$ cat src/rtl/if_id_pipe_reg_if.sv
`default_nettype none
// ============================================================================
//  Module      : if_id_pipe_reg_if
//  Description : Fetch <-> IF/ID register link. Fetch supplies the fetched
//                word and PC+4; the IF/ID side returns the PC write-enable
//                and the redirect (flush) indication.
//  Revision    : 1.0 - initial release
// ============================================================================
interface if_id_pipe_reg_if;
    logic [31:0] inInstruction;
    logic [31:0] inPostPc;
    logic        pcWrite;
    logic        redirect;

    modport master (
        output inInstruction,
        output inPostPc,
        input  pcWrite,
        input  redirect
    );

    modport slave (
        input  inInstruction,
        input  inPostPc,
        output pcWrite,
        output redirect
    );
endinterface
`default_nettype wire

$ cat src/rtl/if_id_pipe_reg.sv
`default_nettype none
// ============================================================================
//  Module      : if_id_pipe_reg
//  Description : IF/ID pipeline register with load-use stall detection and
//                wrong-path flush on taken branch/jump resolved in EX.
//                Also keeps saturating stall and flush event counters.
//  Revision    : 1.0 - initial release
// ============================================================================
module if_id_pipe_reg #(
    parameter int          CNT_W    = 16,
    parameter logic [31:0] NOP_WORD = 32'h00000000
) (
    input  wire logic              clk,
    input  wire logic              rst_n,
    if_id_pipe_reg_if.slave        fetch,
    input  wire logic              Branch,
    input  wire logic              zeroAlu,
    input  wire logic              Jump,
    input  wire logic              exMemRead,
    input  wire logic [4:0]        exRt,
    output logic      [31:0]       outInstruction,
    output logic      [31:0]       outPostPc,
    output logic                   outValid,
    output logic                   idExBubble,
    output logic      [CNT_W-1:0]  stallCount,
    output logic      [CNT_W-1:0]  flushCount
);

    localparam logic [CNT_W-1:0] c_CNT_MAX = {CNT_W{1'b1}};

    logic [31:0]      r_instruction;
    logic [31:0]      r_postPc;
    logic             r_valid;
    logic [CNT_W-1:0] r_stallCount;
    logic [CNT_W-1:0] r_flushCount;

    logic [5:0]       w_op;
    logic [4:0]       w_rs;
    logic [4:0]       w_rt;
    logic             w_usesRt;
    logic             w_hazard;
    logic             w_redirect;

    // Decode the held instruction and detect a load-use dependency on EX.
    always_comb begin
        w_op     = r_instruction[31:26];
        w_rs     = r_instruction[25:21];
        w_rt     = r_instruction[20:16];
        // R-type, beq, bne and sw read rt as a source; others write it.
        w_usesRt = (w_op == 6'h00) || (w_op == 6'h04) ||
                   (w_op == 6'h05) || (w_op == 6'h2B);
        // Flushed slots and $zero never stall.
        w_hazard = r_valid && exMemRead && (exRt != 5'd0) &&
                   ((exRt == w_rs) || (w_usesRt && (exRt == w_rt)));
    end

    assign w_redirect     = (Branch & zeroAlu) | Jump;
    assign fetch.redirect = w_redirect;
    // A redirect overrides the stall so fetch can load the target.
    assign fetch.pcWrite  = w_redirect | ~w_hazard;
    assign idExBubble     = w_redirect | w_hazard;

    // IF/ID data register: flush to NOP on redirect, hold on hazard, else load.
    always_ff @(posedge clk or negedge rst_n) begin
        if (!rst_n) begin
            r_instruction <= NOP_WORD;
            r_postPc      <= 32'h0;
            r_valid       <= 1'b0;
        end else if (w_redirect) begin
            r_instruction <= NOP_WORD;
            r_postPc      <= fetch.inPostPc;
            r_valid       <= 1'b0;
        end else if (!w_hazard) begin
            r_instruction <= fetch.inInstruction;
            r_postPc      <= fetch.inPostPc;
            r_valid       <= 1'b1;
        end
    end

    // Saturating event counters; a redirect masks any coincident stall.
    always_ff @(posedge clk or negedge rst_n) begin
        if (!rst_n) begin
            r_stallCount <= '0;
            r_flushCount <= '0;
        end else if (w_redirect) begin
            if (r_flushCount != c_CNT_MAX)
                r_flushCount <= r_flushCount + CNT_W'(1);
        end else if (w_hazard) begin
            if (r_stallCount != c_CNT_MAX)
                r_stallCount <= r_stallCount + CNT_W'(1);
        end
    end

    assign outInstruction = r_instruction;
    assign outPostPc      = r_postPc;
    assign outValid       = r_valid;
    assign stallCount     = r_stallCount;
    assign flushCount     = r_flushCount;

endmodule
`default_nettype wire

$ cat src/flat_wrapper.sv
// flat-port wrapper written by rule: the top's interface ports become plain ports
module if_id_pipe_reg_flat 
#(
    parameter int          CNT_W    = 16,
    parameter logic [31:0] NOP_WORD = 32'h00000000
)
  (clk, rst_n, Branch, zeroAlu, Jump, exMemRead, exRt, outInstruction, outPostPc, outValid, idExBubble, stallCount, flushCount, fetch_inInstruction, fetch_inPostPc, fetch_pcWrite, fetch_redirect);
  if_id_pipe_reg_if fetch_i ();
  input  wire logic clk;
  input  wire logic rst_n;
  input  wire logic Branch;
  input  wire logic zeroAlu;
  input  wire logic Jump;
  input  wire logic exMemRead;
  input  wire logic [4:0] exRt;
  output logic      [31:0] outInstruction;
  output logic      [31:0] outPostPc;
  output logic outValid;
  output logic idExBubble;
  output logic      [CNT_W-1:0] stallCount;
  output logic      [CNT_W-1:0] flushCount;
  input wire logic [$bits(fetch_i.inInstruction)-1:0] fetch_inInstruction;
  input wire logic [$bits(fetch_i.inPostPc)-1:0] fetch_inPostPc;
  output wire logic [$bits(fetch_i.pcWrite)-1:0] fetch_pcWrite;
  output wire logic [$bits(fetch_i.redirect)-1:0] fetch_redirect;
  assign fetch_i.inInstruction = fetch_inInstruction;
  assign fetch_i.inPostPc = fetch_inPostPc;
  assign fetch_pcWrite = fetch_i.pcWrite;
  assign fetch_redirect = fetch_i.redirect;
  if_id_pipe_reg #(.CNT_W(CNT_W), .NOP_WORD(NOP_WORD)) u_core (.clk(clk), .rst_n(rst_n), .fetch(fetch_i), .Branch(Branch), .zeroAlu(zeroAlu), .Jump(Jump), .exMemRead(exMemRead), .exRt(exRt), .outInstruction(outInstruction), .outPostPc(outPostPc), .outValid(outValid), .idExBubble(idExBubble), .stallCount(stallCount), .flushCount(flushCount));
endmodule
$ cat config.mk
export PLATFORM = sky130hd
export DESIGN_NAME = if_id_pipe_reg_flat
export DESIGN_NICKNAME = d
export VERILOG_FILES = /design/src/rtl/if_id_pipe_reg_if.sv /design/src/rtl/if_id_pipe_reg.sv /design/src/flat_wrapper.sv
export SDC_FILE = /design/constraint.sdc
export NUM_CORES = 1
export LEC_CHECK = 0
export BUFFER_PORTS_ARGS = -buffer_cell sky130_fd_sc_hd__clkbuf_2
export CORE_MARGIN = 2
export CORE_UTILIZATION = 40
export CTS_BUF_LIST = sky130_fd_sc_hd__clkbuf_2 sky130_fd_sc_hd__clkbuf_4 sky130_fd_sc_hd__clkbuf_8
export CTS_CLUSTER_DIAMETER = 60
export DETAILED_ROUTE_END_ITERATION = 12
export PLACE_DENSITY = 0.66
export SLEW_MARGIN = 20
export SYNTH_ARGS = -nofsm -noshare
export SYNTH_HDL_FRONTEND = slang
export SYNTH_SLANG_ARGS = --single-unit
$ cat constraint.sdc
create_clock -name clk -period 2.65 [get_ports clk]
set_input_delay 0.265 -clock clk [delete_from_list [all_inputs] [get_ports clk]]
set_output_delay 0.265 -clock clk [all_outputs]
set_load 0.1 [all_outputs]
After elaboration in Yosys (flattened, before gate mapping)
Cells that the tools add are included.

word-level totals
  word-level logic and storage cells = 39
  output and inout port bits = 100
  bits in registers = 97
  input bits = 75

operators by class
  eq/ne operators = 8
  multiplexer cells = 6
  reduce and logical (&&, ||, !) cells = 12
  add/sub/neg operators = 2
  bitwise logic cells = 6

operator list
  kind                                                  number
  2-to-1 mux 32 bit                                     4
  adder 16 x 1 -> 16 bit (second input constant)        2
  inequality test 16 bit (second input constant)        2
  equality test 6 x 3 -> 1 bit (second input constant)  2
  equality test 5 bit                                   2
  equality test 6 bit (second input constant)           1
  logical NOT 6 bit                                     1
  nonzero test 5 bit                                    1
  logical AND 1 bit                                     4
  logical OR 1 bit                                      4
  OR 1 bit                                              3
  AND reduction 3 bit                                   1
  2-to-1 mux 1 bit                                      2
  inequality test 2 bit (second input constant)         1
  NOT 1 bit                                             2
  AND reduction 2 bit                                   1
  bitwise AND 1 bit                                     1

Logic depth before layout (Yosys ltp)
  depth after elaboration = 9
  gate-level depth with buffers = 8
  depth with buffers taken out = 6

Least setup slack after synthesis
Ideal clock, no wire load.

  path type = register -> output
  start = register u_core.r_instruction[28] (netlist: u_core.outInstruction[28])
  end = output idExBubble
  cell stages (with the launch flop) = 8
  slack = -616 ps
  required time = 2385 ps
  buffers on the path = 2
  arrival time = 3001 ps
  cell sequence = dfrtp_1 > nor2b_1 > or4_4 > a2111oi_4 > o21ai_1 > buf_6 > buf_2 > nand2_1

on the way
  cells in the longest elaborated chain, start to end = 8
  elaborated cells between the ends (all ways) = 11
  those cells by class = eq/ne: 3; bitwise: 1; reduce/logical: 7

RTL lines
  element                                                                   RTL line              RTL
  start: declaration                                                        if_id_pipe_reg.sv:31  logic [31:0] r_instruction;
  start signal: assignment                                                  if_id_pipe_reg.sv:74  r_instruction <= fetch.inInstruction;
  equality test 6 x 3 -> 1 bit / logical NOT 6 bit (equally long branches)  if_id_pipe_reg.sv:50  w_usesRt = (w_op == 6'h00) || (w_op == 6'h04) ||
  logical OR 1 bit (2 in a row)                                             if_id_pipe_reg.sv:50
  logical OR 1 bit (*)                                                      if_id_pipe_reg.sv:51  (w_op == 6'h05) || (w_op == 6'h2B);
  logical AND 1 bit (*)                                                     if_id_pipe_reg.sv:54  ((exRt == w_rs) || (w_usesRt && (exRt == w_rt)));
  logical OR 1 bit (*)                                                      if_id_pipe_reg.sv:54
  logical AND 1 bit (*)                                                     if_id_pipe_reg.sv:53  w_hazard = r_valid && exMemRead && (exRt != 5'd0) &&
  OR 1 bit (*)                                                              if_id_pipe_reg.sv:61  assign idExBubble = w_redirect | w_hazard;
  end: declaration                                                          flat_wrapper.sv:19    output logic idExBubble;

Mark *: on every way between the ends. The rest lies on a longest branch, timed or not.

Final worst setup path
  start = register u_core.r_instruction[26] (netlist: u_core.outInstruction[26])
  end = output fetch_pcWrite

on the way
  cells in the longest elaborated chain, start to end = 9
  elaborated cells between the ends (all ways) = 12
  those cells by class = eq/ne: 3; bitwise: 2; reduce/logical: 7

RTL lines
  element                                                                   RTL line              RTL
  equality test 6 x 3 -> 1 bit / logical NOT 6 bit (equally long branches)  if_id_pipe_reg.sv:50
  logical OR 1 bit (2 in a row)                                             if_id_pipe_reg.sv:50
  logical OR 1 bit (*)                                                      if_id_pipe_reg.sv:51
  logical AND 1 bit (*)                                                     if_id_pipe_reg.sv:54
  logical OR 1 bit (*)                                                      if_id_pipe_reg.sv:54
  logical AND 1 bit (*)                                                     if_id_pipe_reg.sv:53
  NOT 1 bit (*)                                                             if_id_pipe_reg.sv:60  assign fetch.pcWrite = w_redirect | ~w_hazard;
  OR 1 bit (*)                                                              if_id_pipe_reg.sv:60
  end: declaration                                                          flat_wrapper.sv:24    output wire logic [$bits(fetch_i.pcWrite)-1:0] fetch_pcWrite;

Marked as above.

==> results.json <==
{
  "clkLatencyLatePin_ns": 0.36,
  "fin_area_um2": 5600,
  "globalRouteOverflowTotal": 0,
  "drc": 0,
  "rr_worst_depth": 7,
  "drive_gt1_share_pct": 41.9,
  "cp-end-kind": "primary output",
  "p_int_w": 0.00229,
  "yosysSeqAreaShare_pct": 57.9,
  "die_area_um2": 11300,
  "cp_cell_sequence": "nor2b_1, or4_4, a2111oi_4, o211a_4, buf_12, inv_2, buf_12",
  "dp_hpwl_um": 7020,
  "synth.distinct_cells": 40,
  "wl_per_cell_um": 14.8,
  "fillCellCount": 906,
  "yosys_warnings": 0,
  "netlist_top_cells_area": "dfrtp_1 58%, mux2_1 8.9%, mux2i_1 7.6%, xnor2_1 4.4%, nor2_1 3.6%",
  "critPathLaunch": "u_core.outInstruction[26]",
  "htreeDepth": 3,
  "power_w": 0.00397,
  "via_count": 3202,
  "cp_max_fo": 3,
  "async_flop_share_pct": 100,
  "hold_viol": 0,
  "slew_viol_final": 0,
  "syn_area_um2": 4190,
  "critPathMostFrequentCell": "buf_12",
  "netlist.area_leader.share_pct": 57.9,
  "cp.buffers_inverters": 3,
  "die_x_um": 106,
  "hold_start": "fetch_inPostPc[24]",
  "reg2reg_to": "u_core.outPostPc[14]",
  "p_seq_share_pct": 43.0,
  "area_growth_pct": 33.4,
  "regArea_um2": 2440,
  "grt_pass1_wl_um": 16100,
  "crit_cells": 7,
  "drt_first_iter_violations": 79,
  "worstPathRequired_ns": 2.38,
  "setup-violations-final": 0,
  "nets": 595,
  "ys.flop_type": "dfrtp_1",
  "firstDrtPassIters": 4,
  "endpoint": "fetch_pcWrite",
  "outcome": "completed",
  "crit_family": "compound AO/OA/AOI/OAI gates",
  "final_core_util_pct": 54.7,
  "cts-buffers-inserted": 9,
  "grt_pass1_vias": 3127,
  "r2r_setup_slack_ns": 0.12,
  "p_sw_share_pct": 42.2,
  "synthCells": 333,
  "powerDensity_nw_per_um2": 709,
  "timing.final.crit_period_ns": 2.56,
  "criticalPathCategory": "register to primary output",
  "postRouteAntennaNets": 0,
  "cts_tree": "built",
  "wirelength_um": 9770,
  "cp_slowest_cell": "or4_4",
  "cts-root-buf": "clkbuf_8",
  "max_freq_mhz": 391,
  "multi_input_area_um2": 1700,
  "finalClockSkew_ns": 0.0109,
  "critPathLaunchType": "register",
  "worst_pin_slew_ns": 0.679,
  "antenna_found_initial": 0,
  "fin_crit_sh_pct": 96.5,
  "ir_drop_mv": 0.598,
  "leakage_nw": 3.03,
  "setup_tns_ns": 0,
  "arrival_ns": 2.29,
  "num_rows": 37,
  "slew-limit-headroom_pct": 54.7,
  "fin_hold_ws_ns": 0.109,
  "clock-sinks": 97,
  "yosys.area.top_type": "dfrtp_1",
  "p_switching_w": 0.00167,
  "rsz0062_at_grt": "true",
  "cts_buffer_depth": 2,
  "clkTransAtPathRegs_ns": 0.10,
  "pwr-share-clk_pct": 24.4,
  "antenna_cells": 0,
  "io-pin-count": 175,
  "portBuffers": 174,
  "core-area_um2": 10200,
  "grt_max_degree": 53,
  "synthTopCellsByCount": "97 x dfrtp_1, 40 x nor2_1, 33 x mux2_1, 32 x mux2i_1, 21 x xnor2_1",
  "synth-edff-count": 0,
  "synth.avg_cell_area_um2": 12.6,
  "reg2reg_from": "u_core.outInstruction[26]",
  "max_stage_delay_ns": 0.43,
  "max_cap_violations": 0,
  "synthesis.nets": 410,
  "die_y_um": 106,
  "start_util_pct": 41.0,
  "ys_ff_latch": 97,
  "comb_power_share_pct": 32.6,
  "grt_usage_pct": 18.2,
  "viasPerCell": 4.86,
  "gp_congestion": 0.810,
  "hp-class": "primary input to register",
  "yosysMostFrequentCell": "dfrtp_1",
  "post_dp_cell_area_um2": 5290
}
## cells by family after synthesis
family / Yosys count / synth area share [%]
AOI/OAI and AO/OA: 13 / 2.65
xor gates and xnor gates: 35 / 7.31
adders and majority gates: 2 / 0.597
buffers and inverters: 16 / 2.24
DFF: 97 / 57.9
muxes: 66 / 16.8
and+or+nand+nor: 104 / 12.6
## how the worst min path moves through the flow
stage,end,depth (start not counted)
5_1_grt,u_core.outPostPc[27],2
2_1_floorplan,u_core.flushCount[0],0
3_3_place_gp,u_core.outInstruction[25],1
6_report,u_core.outPostPc[24],2
3_5_place_dp,u_core.outInstruction[25],1
4_1_cts,u_core.outPostPc[24],2
## worst reg2reg max path: stages, from the launching register on
cell       delay, ns
dfrtp_2         0.42
nor2b_1         0.14
or4_4           0.43
a2111oi_4       0.42
o211a_4         0.23
buf_4           0.13
bufbuf_16       0.31
mux2_1          0.33
## what timing repair did
action | 4_1_cts | 5_1_grt
endpoints found under the hold margin | 51 | 0
setup endpoints to repair | 1 | 1
gates resized for setup | 1 | 0
cloned | 2 | 0
pin swaps | 1 | 0
buffers inserted | 3 | 0
hold buffers | 1 | 0
## cell usage in the layout, fill, tap and decap left out, types with 7 or more instances in the layout
master	count
clkbuf_8	10
xor2_1	14
buf_4	9
dfrtp_1	89
nand2_1	12
nor3_1	7
and3_1	7
mux2i_1	32
dfrtp_2	8
clkbuf_2	171
nand3_1	15
nor2_1	40
xnor2_1	21
mux2_1	33
## power groups by stage
stage / clock (W) / combinational (W) / sequential [W]
after floorplan: 0 / 0.000214 / 0.00253
after global placement: 0 / 0.00129 / 0.00173
after detailed placement: 0 / 0.00130 / 0.00174
after CTS: 0.00101 / 0.00131 / 0.00171
after global routing: 0.00107 / 0.00136 / 0.00173
final: 0.000967 / 0.00129 / 0.00171
## registers in the layout, indices dropped and copies added, names as in the netlist
register	count
u_core.flushCount	16
u_core.outInstruction	32
u_core.outPostPc	32
u_core.stallCount	16
u_core.outValid	1
## area by class of cell
| cell class | count | share of cell area [%] |
|---|---|---|
| timing repair buffer | 187 | 19.3 |
| multi-input combinational | 220 | 30.4 |
| clock inverter | 5 | 0.984 |
| clock buffer | 11 | 2.59 |
| sequential | 97 | 43.6 |
| inverter | 3 | 0.201 |
| tap | 136 | 3.04 |
## per-layer routing
metal	global-route usage, %	vias up	routed length (µm)
met3	3.37	11	463
met1	24.7	1584	4320
met5	0	-	0
met4	7.61	0	150
li1	-	1527	-
met2	28.6	80	4830
## stage by stage
stage | cells | worst slack (ns)
after floorplan | 333 | 0.0220
final | 659 | 0.0933
after global routing | 659 | -0.0158
after global placement | 637 | 0.155
after detailed placement | 637 | 0.0955
after CTS | 659 | 0.0694
Power figures use the tool's default switching activity.
